$ cat config.mk
export PLATFORM = sky130hd
export DESIGN_NAME = screen_mem_responder
export DESIGN_NICKNAME = d
export VERILOG_FILES = /design/src/rtl/screen_mem_responder.sv
export SDC_FILE = /design/constraint.sdc
export NUM_CORES = 1
export LEC_CHECK = 0
export BUFFER_PORTS_ARGS = -buffer_cell sky130_fd_sc_hd__buf_2
export CAP_MARGIN = 20
export CORE_MARGIN = 4
export CORE_UTILIZATION = 43
export DETAILED_ROUTE_END_ITERATION = 10
export PLACE_DENSITY = 0.77
export SETUP_SLACK_MARGIN = 0.15
export SKIP_CTS_REPAIR_TIMING = 1
export SYNTH_ARGS = -nofsm -noshare
export SYNTH_HDL_FRONTEND = slang
export SYNTH_SLANG_ARGS = --single-unit
$ cat constraint.sdc
create_clock -name clk -period 1.9 [get_ports clk]
set_clock_uncertainty 0.15 [all_clocks]
set_input_delay 0.38 -clock clk [delete_from_list [all_inputs] [get_ports clk]]
set_output_delay 0.38 -clock clk [all_outputs]
set_load 0.02 [all_outputs]
$ cat src/rtl/screen_mem_responder.sv
`default_nettype none
// ============================================================================
// Module      : screen_mem_responder
// Description : Memory-side responder for the screen prefetch path. Serves
//               in-order reads from a 1-cycle-latency video RAM through a
//               small response FIFO. CPU writes share the RAM port and take
//               priority over reads.
//               Optional address checking: define SCREEN_MEM_ADDR_CHK_EN.
// Revision    : 1.0 - initial release
// ============================================================================
module screen_mem_responder #(
    parameter int AW        = 19,
    parameter int DW        = 16,
    parameter int FD        = 3,
    parameter int MEM_WORDS = 8192
) (
    input  logic          clk,
    input  logic          rstn,
    input  logic          req_addr_vld,
    output logic          req_addr_gnt,
    input  logic [AW-1:0] req_addr,
    output logic          rsp_dat_vld,
    input  logic          rsp_dat_gnt,
    output logic [DW-1:0] rsp_dat,
    input  logic          cpu_wr_vld,
    input  logic [AW-1:0] cpu_wr_addr,
    input  logic [DW-1:0] cpu_wr_dat,
    output logic          ram_en,
    output logic          ram_we,
    output logic [AW-1:0] ram_addr,
    output logic [DW-1:0] ram_wdat,
    input  logic [DW-1:0] ram_rdat,
    output logic          addr_err
);

    localparam int          PW        = (FD > 2) ? $clog2(FD) : 1;
    localparam int          CW        = $clog2(FD + 1);
    localparam logic [AW:0] C_MEM_LIM = (AW + 1)'(MEM_WORDS);

    // FIFO storage and control state
    logic [DW-1:0] fifo_q [FD];
    logic [CW-1:0] cnt_q,  cnt_d;
    logic [PW-1:0] wptr_q, wptr_d;
    logic [PW-1:0] rptr_q, rptr_d;
    logic          infl_q, infl_d;
    logic          zero_q, zero_d;   // in-flight read was out of range
    logic          err_q,  err_d;

    logic          w_accept;
    logic          w_push;
    logic          w_pop;
    logic [DW-1:0] w_push_dat;
    logic          w_rd_oor;
    logic          w_wr_oor;

`ifdef SCREEN_MEM_ADDR_CHK_EN
    assign w_rd_oor = ({1'b0, req_addr}    >= C_MEM_LIM);
    assign w_wr_oor = ({1'b0, cpu_wr_addr} >= C_MEM_LIM);
`else
    logic w_unused_lim;
    assign w_rd_oor     = 1'b0;
    assign w_wr_oor     = 1'b0;
    assign w_unused_lim = ^C_MEM_LIM;
`endif

    // Grant depends only on registered occupancy and the CPU write strobe
    assign req_addr_gnt = !cpu_wr_vld &&
                          (({1'b0, cnt_q} + {{CW{1'b0}}, infl_q}) < (CW + 1)'(FD));
    assign w_accept     = req_addr_vld && req_addr_gnt;
    assign w_push       = infl_q;
    assign w_pop        = rsp_dat_vld && rsp_dat_gnt;
    assign w_push_dat   = zero_q ? '0 : ram_rdat;

    assign rsp_dat_vld  = (cnt_q != '0);
    assign rsp_dat      = rsp_dat_vld ? fifo_q[rptr_q] : '0;
    assign addr_err     = err_q;

    // RAM port mux: CPU write first, then an accepted in-range read
    always_comb begin
        ram_en   = 1'b0;
        ram_we   = 1'b0;
        ram_addr = '0;
        ram_wdat = '0;
        if (cpu_wr_vld) begin
            if (!w_wr_oor) begin
                ram_en   = 1'b1;
                ram_we   = 1'b1;
                ram_addr = cpu_wr_addr;
                ram_wdat = cpu_wr_dat;
            end
        end else if (w_accept && !w_rd_oor) begin
            ram_en   = 1'b1;
            ram_addr = req_addr;
        end
    end

    // Next-state for occupancy, pointers, in-flight tracking and error flag
    always_comb begin
        cnt_d  = cnt_q + CW'(w_push) - CW'(w_pop);
        wptr_d = wptr_q;
        rptr_d = rptr_q;
        if (w_push) begin
            wptr_d = (wptr_q == PW'(FD - 1)) ? '0 : wptr_q + 1'b1;
        end
        if (w_pop) begin
            rptr_d = (rptr_q == PW'(FD - 1)) ? '0 : rptr_q + 1'b1;
        end
        infl_d = w_accept;
        zero_d = w_accept && w_rd_oor;
        err_d  = err_q || (w_accept && w_rd_oor) || (cpu_wr_vld && w_wr_oor);
    end

    // Control registers; reset discards anything queued or in flight
    always_ff @(posedge clk or negedge rstn) begin
        if (!rstn) begin
            cnt_q  <= '0;
            wptr_q <= '0;
            rptr_q <= '0;
            infl_q <= 1'b0;
            zero_q <= 1'b0;
            err_q  <= 1'b0;
        end else begin
            cnt_q  <= cnt_d;
            wptr_q <= wptr_d;
            rptr_q <= rptr_d;
            infl_q <= infl_d;
            zero_q <= zero_d;
            err_q  <= err_d;
        end
    end

    // Capture returning RAM data at the write pointer
    always_ff @(posedge clk or negedge rstn) begin
        if (!rstn) begin
            for (int i = 0; i < FD; i++) begin
                fifo_q[i] <= '0;
            end
        end else if (w_push) begin
            fifo_q[wptr_q] <= w_push_dat;
        end
    end

endmodule
`default_nettype wire

==> After elaboration in Yosys (flattened, before gate mapping) <==
Cells that the tools add are included.
{ "word_totals": {"output_inout_bits": 56, "regBits": 55, "wordCells": 41, "input_bits": 75} }
{ "classes": {"n_lt_le_gt_ge": 4, "eq_ne": 2, "bitwise_logic": 2, "add_sub_neg": 5, "reduce_logical": 6, "n_mux": 15} }
{ "op_table": {"columns": ["operator", "n"], "rows": [
  ["$mux 16", 5],
  ["$bwmux 48", 1],
  ["$mux 19", 2],
  ["$bmux 16 s2", 1],
  ["$demux 16 s2", 1],
  ["$ge 3x3->1 const B", 2],
  ["$not 2->3", 2],
  ["$add 2x1->2 const B", 2],
  ["$eq 2x2->1 const B", 2],
  ["$logic_and 1x1->1", 4],
  ["$mux 2", 2],
  ["$add 2x1->3", 1],
  ["$lt 3x1->1 const B", 1],
  ["$lt 3x2->1 const B", 1],
  ["$mux 1", 3],
  ["$add 2x1->2", 1],
  ["$reduce_bool 2->1", 1],
  ["$sub 2x1->2", 1],
  ["$logic_not 1->1", 1]
]} }

==> Longest topological paths before layout <==
{ "logic_depth": {"word_depth": 6, "mapped_depth": 7} }

==> Least setup slack after synthesis <==
OpenSTA, ideal clock, no wires.
{ "synth_path": {"path_kind": "reg2out", "startpoint": "register cnt_q[0]", "endpoint": "output ram_addr[0]", "path_slack_ns": -0.726, "t_arrival_ns": 2.096, "stages_incl_launch_ff": 7, "path_cell_list": "dfrtp_1 -> ha_1 -> ha_1 -> a211oi_1 -> and2_1 -> buf_2 -> a22o_1"} }
{ "synth_between": {"elab_chain_len": 6} }
{ "synth_lines": {"columns": ["element", "line", "source"], "rows": [
  ["start: declaration", "42", "logic [CW-1:0] cnt_q, cnt_d;"],
  ["start signal: assignment", "123", "cnt_q <= cnt_d;"],
  ["$add 2x1->3", "68", "(({1'b0, cnt_q} + {{CW{1'b0}}, infl_q}) < (CW + 1)'(FD));"],
  ["$lt 3x2->1", "68", null],
  ["$logic_and 1x1->1", "67", "assign req_addr_gnt = !cpu_wr_vld &&"],
  ["net req_addr_gnt", "20", "output logic req_addr_gnt,"],
  ["$logic_and 1x1->1", "69", "assign w_accept = req_addr_vld && req_addr_gnt;"],
  ["$mux 19", "91", "end else if (w_accept && !w_rd_oor) begin"],
  ["$mux 19", "84", "if (cpu_wr_vld) begin"],
  ["end: declaration", "30", "output logic [AW-1:0] ram_addr,"]
]} }
The timed path passes the listed nets, and every way through them passes these cells.

==> Worst setup path in the final report <==
{ "layout_path": {"startpoint": "register infl_q", "endpoint": "output ram_addr[3]"} }
{ "layout_between": {"elab_chain_len": 6} }
{ "layout_lines": {"columns": ["element", "line", "source"], "rows": [
  ["start: declaration", "45", "logic infl_q, infl_d;"],
  ["start signal: assignment", "126", "infl_q <= infl_d;"],
  ["$add 2x1->3", "68", null],
  ["$lt 3x2->1", "68", null],
  ["$logic_and 1x1->1", "67", null],
  ["$logic_and 1x1->1", "69", null],
  ["$mux 19", "91", null],
  ["$mux 19", "84", null]
]} }
Every way passes these cells.

==> results.py <==
metrics = {
    "status": {
        "outcome": "finished, violations left",
        "violations": "setup timing",
    },
    "flow_run": {
        "drv_cap": 0,
    },
    "timing": {
        "finalSetupViolations": 38,
        "final-hold-violation-count": 0,
        "setup_ws_ps": -535,
        "fin_crit_sh_pct": 128,
        "rsz0062_at_grt": "true",
        "period_needed_ps": 2430,
        "drv_slew": 0,
        "fmax_mhz": 411,
    },
    "placement": {
        "gp_congestion": 0.759,
        "hpwlAfterDp_um": 5880,
        "port_buffers": 129,
        "dp.cells": 458,
        "place_ws_ps": -251,
    },
    "clocking": {
        "clk_path_buf_depth": 2,
        "cts_tree": "yes",
        "clkLatencyLatePin_ps": 300,
        "cts.sinks": 55,
        "cts_root_buf": "clkbuf_8",
        "cts_buffers": 5,
        "h-tree-depth": 2,
        "clk_pin_slew_worst_paths_ps": 100,
    },
    "global_routing": {
        "grt_pass1_vias": 2620,
        "grt_max_degree": 56,
        "grt_first_pass_wirelength_um": 12300,
        "antenna_found_initial": 0,
        "grt_overflow_total": 0,
        "track_usage_pct": 18.2,
    },
    "detailed_routing": {
        "num_vias": 2576,
        "wl_per_cell_um": 17.8,
        "drt-total-wl_um": 8490,
        "antenna_left": 0,
        "drc_errors": 0,
        "drt_iter0_markers": 83,
        "dr.pass1.iters": 4,
        "avgViaCountPerCell": 5.40,
    },
    "critical_path": {
        "worst_ep_required_time_ps": 1370,
        "cp-start-kind": "flop",
        "cp_top_family": "adder cells",
        "crit_path_end_kind": "primary output",
        "worstSetupPathType": "flop to primary output",
        "max_stage_delay_ps": 400,
        "path_cells": "ha_2 -> ha_4 -> a211oi_4 -> and2_4 -> buf_12 -> a22o_4 -> buf_6",
        "critical_path.max_fanout": 10,
        "slowest_stage": "dfrtp_1",
        "crit_buf_inv": 2,
        "critPathArrivalTime_ps": 1900,
    },
    "power_and_ir_drop": {
        "finalPower_mw": 8.24,
        "peakVddDrop_v": 0.000698,
        "p_leak_nw": 2.32,
        "power_density_nw_per_um2": 1700,
    },
    "floorplan": {
        "initial_core_util_pct": 45.5,
        "dieArea_um2": 8260,
        "die_w_um": 90.9,
        "core_um2": 6490,
        "dieHeight_um": 90.9,
        "pin_count": 131,
        "fp-row-count": 29,
    },
    "finish": {
        "syn_to_final_growth_pct": 64.0,
        "insertedDiodeCount": 0,
        "drive_gt1_share_pct": 76.0,
        "nNetsFinal": 478,
        "fin_util_pct": 74.6,
        "final_cell_mix": "buf_2, dfrtp_1, mux2_2",
        "instances_no_fill": 477,
        "final_common_cell": "buf_2",
    },
    "synth": {
        "ys_types": 26,
        "ys_seq_elements": 55,
        "synth_area_leader_cell": "dfrtp_1",
        "synth_seq_area_share_pct": 46.6,
        "postSynthCellCount": 251,
        "synth_area_leaders": "dfrtp_1, mux2_2, a211oi_1",
        "synth_fp_nets": 330,
        "ys.warnings.count": 0,
        "yosys.area.top_type_share_pct": 46.6,
        "synth_area_per_cell_um2": 11.8,
        "synth_area_um2": 2960,
    },
    "min_path": {
        "hold_class": "input port to flop",
    },
}
[layer usage]
metal | global-route usage, % | wire (µm)
met3 | 4.92 | 661
met1 | 20.2 | 3220
met5 | 0 | 0
met4 | 5.53 | 137
met2 | 33.8 | 4470
[stage by stage]
step           hold slack (ps)  TNS (ps)  cell area (µm²)
6_report                   174    -13020             4850
5_1_grt                    172    -16000             4850
4_1_cts                  -90.5    -15310             4220
3_5_place_dp               251     -4810             4090
3_3_place_gp               250     -4530             4090
2_1_floorplan            -65.6     -6110             3260
[worst register-to-register path, delay by kind of cell, from the launching register on]
family | cells | cell delay, ps
buffers and inverters | 3 | 250
AOI/OAI and AO/OA | 1 | 120
DFF | 1 | 430
xor gates and xnor gates | 2 | 260
adders and majority gates | 2 | 440
[synth_stat cells]
cell,number
mux2_4,10
or3_1,1
o21ai_0,3
nand2b_1,17
conb_1,1
nand2_1,1
dfrtp_1,55
nor3_4,1
inv_2,1
mux2_2,38
buf_4,3
buf_6,1
inv_1,4
ha_1,4
and2_1,17
a22o_1,19
nor3_1,1
nor2_1,1
xnor2_1,2
a21o_1,2
clkbuf_1,13
a211oi_1,33
buf_2,5
or2_2,1
nor2b_1,16
nand3_1,1
[sequential cells by signal, summed over array words and instances (netlist names)]
register  cells
fifo_q       48
wptr_q        2
cnt_q         2
infl_q        1
rptr_q        2
[cell families (layout without fill, tap and decap cells)]
family | count (synthesis) | in the layout | share of synthesized area (%)
xor gates and xnor gates | 2 | 2 | 0.593
muxes | 48 | 48 | 19.6
DFF | 55 | 55 | 46.6
adders and majority gates | 4 | 4 | 1.69
AOI/OAI and AO/OA | 57 | 57 | 15.0
buffers and inverters | 27 | 176 | 4.28
and+or+nand+nor | 57 | 57 | 12.2
other | 1 | 1 | 0.127
[worst paths after layout]
path | startpoint | to | slack, ps | cells after the start
setup / recovery | infl_q$_DFF_PN0_ | ram_addr[3] | -530 | 7
hold / removal | ram_rdat[8] | fifo_q[8]$_DFFE_PN0P_ | 170 | 2
setup reg to reg | cnt_q[1]$_DFF_PN0_ | cnt_q[1]$_DFF_PN0_ | 140 | 8
hold reg to reg | fifo_q[32]$_DFFE_PN0P_ | fifo_q[32]$_DFFE_PN0P_ | 360 | 1
max in group asynchronous | rstn | rptr_q[0]$_DFFE_PN0P_ | 890 | 3
min in group asynchronous | rstn | fifo_q[15]$_DFFE_PN0P_ | 450 | 3
[final cells by class]
cell class,instances,area [µm²]
clock buffer,6,72.6
clock inverter,2,60.1
fill,414,1650
inverter,5,18.8
multi-input combinational,169,2010
sequential,55,1380
tap,77,96.3
timing repair buffer,163,1210
[report_power, final]
group          switching (mW)  total (mW)  leakage, nW  internal, mW
Clock                   0.375       0.901       0.0654         0.527
Sequential              0.447        2.22        0.649          1.77
Combinational            2.30        5.12         1.60          2.82
Total                    3.12        8.24         2.32          5.12
No activity file was read; power rests on OpenSTA's default activity.
